### src/rtl/circ_buf_reader.sv
// Consumer end of the circular slot buffer: gathers READ_SIZE consecutive slots into a registered valid/ready beat.
// One cycle from count >= READ_SIZE to rd_valid; while rd_ready is low the beat, rd_ptr and gathering are frozen.
module circ_buf_reader #(
    parameter int SIZE       = 8,
    parameter int WRITE_SIZE = 2,
    parameter int READ_SIZE  = 2,
    parameter int DATA_W     = 16
) (
    input  logic                          clk,
    input  logic                          rst_n,
    input  logic                          clear,
    input  logic                          wr_en,
    input  logic [SIZE*DATA_W-1:0]        buf_data,
    input  logic                          rd_ready,
    output logic                          rd_valid,
    output logic [READ_SIZE*DATA_W-1:0]   rd_data,
    output logic [SIZE-1:0]               rd_mask,
    output logic [$clog2(SIZE)-1:0]       rd_ptr,
    output logic [$clog2(SIZE+1)-1:0]     count,
    output logic                          full,
    output logic                          empty,
    output logic                          ovf
);

    localparam int PW = $clog2(SIZE);
    localparam int CW = $clog2(SIZE+1);

    logic [DATA_W-1:0]           slot [SIZE];
    logic [PW-1:0]               gidx [READ_SIZE];
    logic [READ_SIZE*DATA_W-1:0] gather;
    logic [31:0]                 cnt_ext;
    logic [31:0]                 cnt_next;
    logic [31:0]                 ptr_sum;
    logic [PW-1:0]               ptr_next;
    logic                        load;
    logic                        wr_ok;

    for (genvar k = 0; k < SIZE; k++) begin : g_slot
        assign slot[k] = buf_data[k*DATA_W +: DATA_W];
    end

    // Slot indices are reduced modulo SIZE from a 32-bit sum so non-power-of-two sizes wrap correctly.
    for (genvar j = 0; j < READ_SIZE; j++) begin : g_gather
        assign gidx[j] = PW'((32'(rd_ptr) + 32'(j)) % 32'(SIZE));
        assign gather[j*DATA_W +: DATA_W] = slot[gidx[j]];
    end

    assign ptr_sum  = 32'(rd_ptr) + 32'(READ_SIZE);
    assign ptr_next = PW'(ptr_sum % 32'(SIZE));

    assign cnt_ext = 32'(count);
    assign full    = cnt_ext > 32'(SIZE - WRITE_SIZE);
    assign empty   = (count == '0);
    assign wr_ok   = wr_en & ~full;

    // Load looks only at the registered count; same-cycle writes become eligible next cycle.
    assign load     = (cnt_ext >= 32'(READ_SIZE)) && (!rd_valid || rd_ready);
    assign cnt_next = cnt_ext + (wr_ok ? 32'(WRITE_SIZE) : 32'd0)
                              - (load  ? 32'(READ_SIZE)  : 32'd0);

    always_comb begin
        rd_mask = '0;
        if (load) begin
            for (int i = 0; i < READ_SIZE; i++) begin
                rd_mask[gidx[i]] = 1'b1;
            end
        end
    end

    always_ff @(posedge clk) begin
        if (!rst_n || clear) begin
            rd_ptr   <= '0;
            count    <= '0;
            rd_valid <= 1'b0;
            rd_data  <= '0;
            ovf      <= 1'b0;
        end else begin
            count <= CW'(cnt_next);
            if (wr_en && full) begin
                ovf <= 1'b1;
            end
            if (load) begin
                rd_data  <= gather;
                rd_valid <= 1'b1;
                rd_ptr   <= ptr_next;
            end else if (rd_valid && rd_ready) begin
                rd_valid <= 1'b0;
            end
        end
    end

endmodule
### config.mk
export PLATFORM = sky130hd
export DESIGN_NAME = circ_buf_reader
export DESIGN_NICKNAME = d
export VERILOG_FILES = /design/src/rtl/circ_buf_reader.sv
export SDC_FILE = /design/constraint.sdc
export NUM_CORES = 1
export LEC_CHECK = 0
export CORE_MARGIN = 3
export CORE_UTILIZATION = 33
export DETAILED_ROUTE_END_ITERATION = 12
export PLACE_DENSITY = 0.81
export SLEW_MARGIN = 10
export SYNTH_ARGS = -nofsm -noshare
export SYNTH_HDL_FRONTEND = slang
export SYNTH_SLANG_ARGS = --single-unit
### constraint.sdc
create_clock -name clk -period 2.5 [get_ports clk]
set_input_delay 0.5 -clock clk [delete_from_list [all_inputs] [get_ports clk]]
set_output_delay 0.5 -clock clk [all_outputs]
set_load 0.01 [all_outputs]
# --- Word level (Yosys, flattened, before mapping) ---
# Cells that the tools add are included.
word_totals:
  regBits: 41
  word_cells: 48
  out_inout_bits: 51
  inputBits: 133
op_classes:
  n_lt_le_gt_ge: 8
  reduce_logical: 11
  bitwise: 5
  muxes: 15
  addsub: 4
op_table:
  columns: ["cell", "count"]
  rows:
  - ["$bmux 16 s3", 2]
  - ["$mux 16", 4]
  - ["$ge 4x4->1 const B", 2]
  - ["$lt 3x4->1 const B", 2]
  - ["$mux 8", 1]
  - ["$not 3->4", 2]
  - ["$or 8x8->8", 1]
  - ["$demux 1 s3", 2]
  - ["$ge 3x1->1 const B", 2]
  - ["$logic_and 1x1->1", 5]
  - ["$add 4x2->4", 1]
  - ["$ge 4x2->1 const B", 1]
  - ["$gt 4x3->1 const B", 1]
  - ["$logic_not 4->1", 1]
  - ["$mux 1", 4]
  - ["$mux 2", 2]
  - ["$sub 4x2->4", 1]
  - ["$add 3x1->3 const B", 1]
  - ["$add 3x2->3 const B", 1]
  - ["$logic_not 1->1", 2]
  - ["$logic_or 1x1->1", 2]
  - ["$reduce_bool 2->1", 1]
  - ["$and 1x1->1", 1]
  - ["$not 1->1", 1]

# --- Logic depth before layout (Yosys ltp) ---
# Gate-level depths: netlist (run 1).
logic_depth:
  depth_word: 7
  depth_mapped: 10
  ltp_nobuf: 10

# --- Worst setup path after synthesis (run 1) ---
# Ideal clock, no wire load.
synth_timing:
  path_type: "register to register"
  startpoint: "register count[3]"
  endpoint: "register count[2]"
  setup_time_ns: 0.118
  slack_ns: 0.223
  path_buffers: 0
  stages_incl_launch_ff: 10
  arrival_ns: 2.159
  period_less_slack_ns: 2.277
  t_required_ns: 2.382
  path_cell_list: "dfxtp_1 inv_1 ha_1 a21boi_0 nand2b_1 fa_1 inv_1 fa_1 inv_1 nor2_1"
synth_between:
  elab_chain_len: 6
  elab_cells_between_ends: 9
  classes_between: "2 x add/sub; 2 x order compare; 2 x mux; 2 x bitwise; 1 x reduce/logical"
synth_lines:
  columns: ["element", "line_no", "source"]
  rows:
  - ["from (decl)", "19", "output logic [$clog2(SIZE+1)-1:0] count,"]
  - ["from (signal assigned)", "78", "count <= CW'(cnt_next);"]
  - ["$gt 4x3->1", "52", "assign full = cnt_ext > 32'(SIZE - WRITE_SIZE);"]
  - ["via full", "20", "output logic full,"]
  - ["$not 1->1", "54", "assign wr_ok = wr_en & ~full;"]
  - ["$and 1x1->1", "54", null]
  - ["$mux 2", "58", "assign cnt_next = cnt_ext + (wr_ok ? 32'(WRITE_SIZE) : 32'd0)"]
  - ["$add 4x2->4", "58", null]
  - ["$sub 4x2->4", "59", "- (load ? 32'(READ_SIZE) : 32'd0);"]
  - ["via cnt_next[2]", "32", "logic [31:0] cnt_next;"]
# The timed path passes the listed nets, and every way through them passes these cells.
# A chain may end at the register's enable or synchronous reset.

# --- Worst setup path in the final report (run 1) ---
layout_timing:
  startpoint: "input port rd_ready"
  endpoint: "output port rd_mask[1]"
layout_between:
  elab_chain_len: 3
layout_lines:
  columns: ["element", "line_no", "source"]
  rows:
  - ["from (decl)", "14", "input logic rd_ready,"]
  - ["$logic_or 1x1->1", "57", "assign load = (cnt_ext >= 32'(READ_SIZE)) && (!rd_valid || rd_ready);"]
  - ["$logic_and 1x1->1", "57", null]
  - ["$mux 8", "63", "if (load) begin"]
  - ["to (decl)", "17", "output logic [SIZE-1:0] rd_mask,"]
# Every way passes these cells.

==> metrics.log, run 1 <==
[metrics] status: complete, no violations
[metrics] setup repair after global routing missed its margin: no
[metrics] minimum period implied by the final worst setup slack: 2430 ps
[metrics] data arrival time of the worst path: 1930 ps
[metrics] max_cap viols: 0
[metrics] CP cell instances: clkdlybuf4s50_1, nand2b_1, and3_1, clkdlybuf4s50_1
[metrics] number of different library cells in the post-synthesis netlist: 25
[metrics] achievable frequency: 0.412 GHz
[metrics] cells resized by post-CTS repair: 0
[metrics] accumulated negative setup slack: 0 ps
[metrics] most common library cell in the layout ignoring fill and taps: sky130_fd_sc_hd__clkdlybuf4s50_1
[metrics] CTS Sinks: 39
[metrics] Setup CP Type: input port to output pin
[metrics] Largest stage delay, worst path: 550 ps
[metrics] flops & latches, synth: 39
[metrics] post-layout util: 64.1%
[metrics] Yosys warning count: 0
[metrics] required time of the critical path: 2000 ps
[metrics] average via count per standard cell: 5.03
[metrics] number of CTS-inserted buffers: 5
[metrics] final worst path period share: 97.0%
[metrics] number of antenna violations at the first check in global routing: 0
[metrics] area growth from synthesis to layout: 84.7%
[metrics] Post-DRT Antenna Nets: 0
[metrics] sequential cell area: 783 µm²
[metrics] largest net degree at the start of global routing: 34
[metrics] headroom to the max-slew limit: 26.3%
[metrics] vertical die dimension: 88.6 µm
[metrics] Static Leak: 1.51 nW
[metrics] post-synthesis cell area: 2250 µm²
[metrics] starting utilization of the core area: 34.7%
[metrics] number of ports placed on the die boundary: 184
[metrics] via count of the first global-routing pass: 2130
[metrics] Crit-path slowest cell: sky130_fd_sc_hd__clkdlybuf4s50_1
[metrics] clock tree from TritonCTS: built
[metrics] compound-cell area share of the yosys netlist: 14.5%
[metrics] ratio of cells with drive above 1 in the final layout: 13.7%
[metrics] leading cell types in the layout, fill and taps excluded: sky130_fd_sc_hd__clkdlybuf4s50_1 (181), sky130_fd_sc_hd__dfxtp_1 (37), sky130_fd_sc_hd__a22o_1 (32)
[metrics] Synth Instances: 168
[metrics] number of max-slew violations in the final report: 0
[metrics] site row count: 29
[metrics] routed wire length: 6910 µm
[metrics] cell type with the largest total area after synthesis: sky130_fd_sc_hd__dfxtp_1
[metrics] power per cell area: 615 nW/µm²
[metrics] clock skew: 2.85 ps
[metrics] Placeable Area: 6490 µm²
[metrics] remaining routing DRC violations: 0
[metrics] Die Outline Area: 7850 µm²
[metrics] Worst Hold Slack: 481 ps
[metrics] CP max FO: 5
[metrics] Via Count: 2111
[metrics] final RePlAce weighted congestion: 0.703
[metrics] cell mode on critical path: sky130_fd_sc_hd__clkdlybuf4s50_1
[metrics] total of buffers placed on input and output ports: 181
[metrics] Clock Path Buffers: 2
[metrics] final-stage net count: 483
[metrics] Setup crit start kind: input port
[metrics] endpoint type of the worst setup path: output pin
[metrics] slew at the pin closest to its max-slew limit: 1100 ps
[metrics] path depth of the worst reg2reg path: 10
[metrics] share of Yosys cell area claimed by the top area cell type: 34.7%
[metrics] post-CTS clock slew at the launch and capture registers of the worst setup and hold paths: 70 ps
[metrics] area of the multi-input gates: 1310 µm²
[metrics] Filler cells: 547
[metrics] cell types with the largest area share after synthesis: sky130_fd_sc_hd__dfxtp_1 (35%), sky130_fd_sc_hd__mux4_2 (28%), sky130_fd_sc_hd__a22o_1 (12%)
[metrics] cts hold-fix bufs: 0
[metrics] peak ir drop on the vdd network: 0.000481 V
[metrics] GRT overflow: 0
[metrics] total setup buffers inserted after CTS: 0
[metrics] global-route wire length before repair: 10100 µm
[metrics] Clock Latency Late Sink: 280 ps
[metrics] largest family of logic cells by synthesized area: multiplexers
[metrics] Mapped Avg Cell Area: 13.4 µm²
[metrics] Synth Area in Simple Gates: 4.61%
[metrics] Root Buffer: sky130_fd_sc_hd__clkbuf_8
[metrics] GRT Overall Usage: 16.7%
[metrics] Setup violations, final: 0
[metrics] diode count: 0
[metrics] htree depth: 2
[metrics] number of optimization iterations in the first detailed-route pass: 4
[metrics] parity-gate share of the synthesized area counting xor and xnor cells: 0.389%
[metrics] drt first-iter violations: 44
[metrics] synthesized-area fraction occupied by adder cells: 5.11%
[metrics] Hold Path Class: flip-flop to flip-flop
[metrics] portion of the post-synthesis area used by sequential elements: 34.7%
[metrics] half-perimeter wire length of the detailed placement result: 5820 µm
[metrics] horizontal extent of the die: 88.6 µm
[metrics] Hold Path Cell Cnt: 1
[metrics] multiplexer fraction of the synthesized cell area: 32.7%
[metrics] Routed wire per std cell: 16.4 µm
[metrics] number of hold-slack violations in the final timing report: 0
[cell type report]
cell class                 count  share of cell area, %
tap                           77                   2.32
timing repair buffer         187                   44.6
multi-input combinational    100                   31.4
sequential                    39                   18.8
clock inverter                 2                  0.301
clock buffer                   6                   1.74
inverter                       9                  0.812
[worst max-delay path: cells and delay by family]
family        cells  cell delay [ps]
buf+inv           2             1030
simple gates      2              390
[report_power, final]
part	internal, W	leakage, nW	switching [W]	total [W]
clock	0.000195	0.0412	0.000207	0.000402
sequential	0.000730	0.318	0.0000648	0.000795
combinational	0.000797	1.15	0.000567	0.00136
[cell families (layout without fill, tap and decap cells)]
family | after synthesis | count (layout)
AND/OR/NAND/NOR | 17 | 17
flip-flops | 39 | 39
multiplexers | 32 | 32
AO/OA/AOI/OAI | 40 | 40
buffers and inverters | 30 | 204
XOR/XNOR | 1 | 1
other | 1 | 2
adder cells (fa/ha/maj) | 8 | 8
[synth_stat cells (all sizes together)]
master	n
and3	4
nor2b	1
xor2	1
a22o	32
buf	20
nand3	2
a21boi	1
a21oi	5
o21ai	2
mux4	32
clkbuf	1
dfxtp	39
nor2	5
ha	6
nand2b	4
fa	2
conb	1
nor3	1
inv	9
[stage by stage]
stage	worst slack, ps	instances	area (µm²)	total power [W]
6_report	73.8	420	4160	0.00256
5_1_grt	2.16	420	4160	0.00274
4_1_cts	65.1	420	4160	0.00261
3_5_place_dp	33.6	412	4080	0.00219
3_3_place_gp	85.0	412	4080	0.00217
2_1_floorplan	223	169	2260	0.00159
[routing by layer]
| layer | wire length [µm] | vias up | global-route usage, % |
|---|---|---|---|
| met5 | 0 | - | 0 |
| met3 | 735 | 7 | 5.68 |
| met2 | 3650 | 106 | 32.0 |
| li1 | - | 1000 | - |
| met1 | 2470 | 998 | 17.6 |
| met4 | 55 | 0 | 3.71 |
[registers in the layout (all words and copies together), names as in the netlist]
| name | cells |
|---|---|
| rd_data | 32 |
| count | 3 |
| rd_ptr | 2 |
| ovf | 1 |
| rd_valid | 1 |
[final timing paths]
check | start | end | slack (ps)
max | rd_ready | rd_mask[1] | 70
max reg2reg | count[2] | count[3] | 250
min reg2reg | rd_data[28] | rd_data[28] | 480
min | rd_data[28] | rd_data[28] | 480
No activity file was read; power rests on OpenSTA's default activity.
==> inputs of run 2 (changes only) <==
--- a/config.mk
+++ b/config.mk
@@ -5,6 +5,7 @@
 export SDC_FILE = /design/constraint.sdc
 export NUM_CORES = 1
 export LEC_CHECK = 0
+export CAP_MARGIN = 10
 export CORE_MARGIN = 3
 export CORE_UTILIZATION = 33
 export DETAILED_ROUTE_END_ITERATION = 12
==> results of run 2 <==
The final DEF is identical to that of run 1; final timing and power are the same.
==> inputs of run 3 (changes only) <==
--- a/config.mk
+++ b/config.mk
@@ -5,12 +5,10 @@
 export SDC_FILE = /design/constraint.sdc
 export NUM_CORES = 1
 export LEC_CHECK = 0
-export CAP_MARGIN = 10
 export CORE_MARGIN = 3
 export CORE_UTILIZATION = 33
 export DETAILED_ROUTE_END_ITERATION = 12
 export PLACE_DENSITY = 0.81
-export SLEW_MARGIN = 10
 export SYNTH_ARGS = -nofsm -noshare
 export SYNTH_HDL_FRONTEND = slang
 export SYNTH_SLANG_ARGS = --single-unit
==> results of run 3 <==
The final DEF is identical to that of run 1; final timing and power are the same.
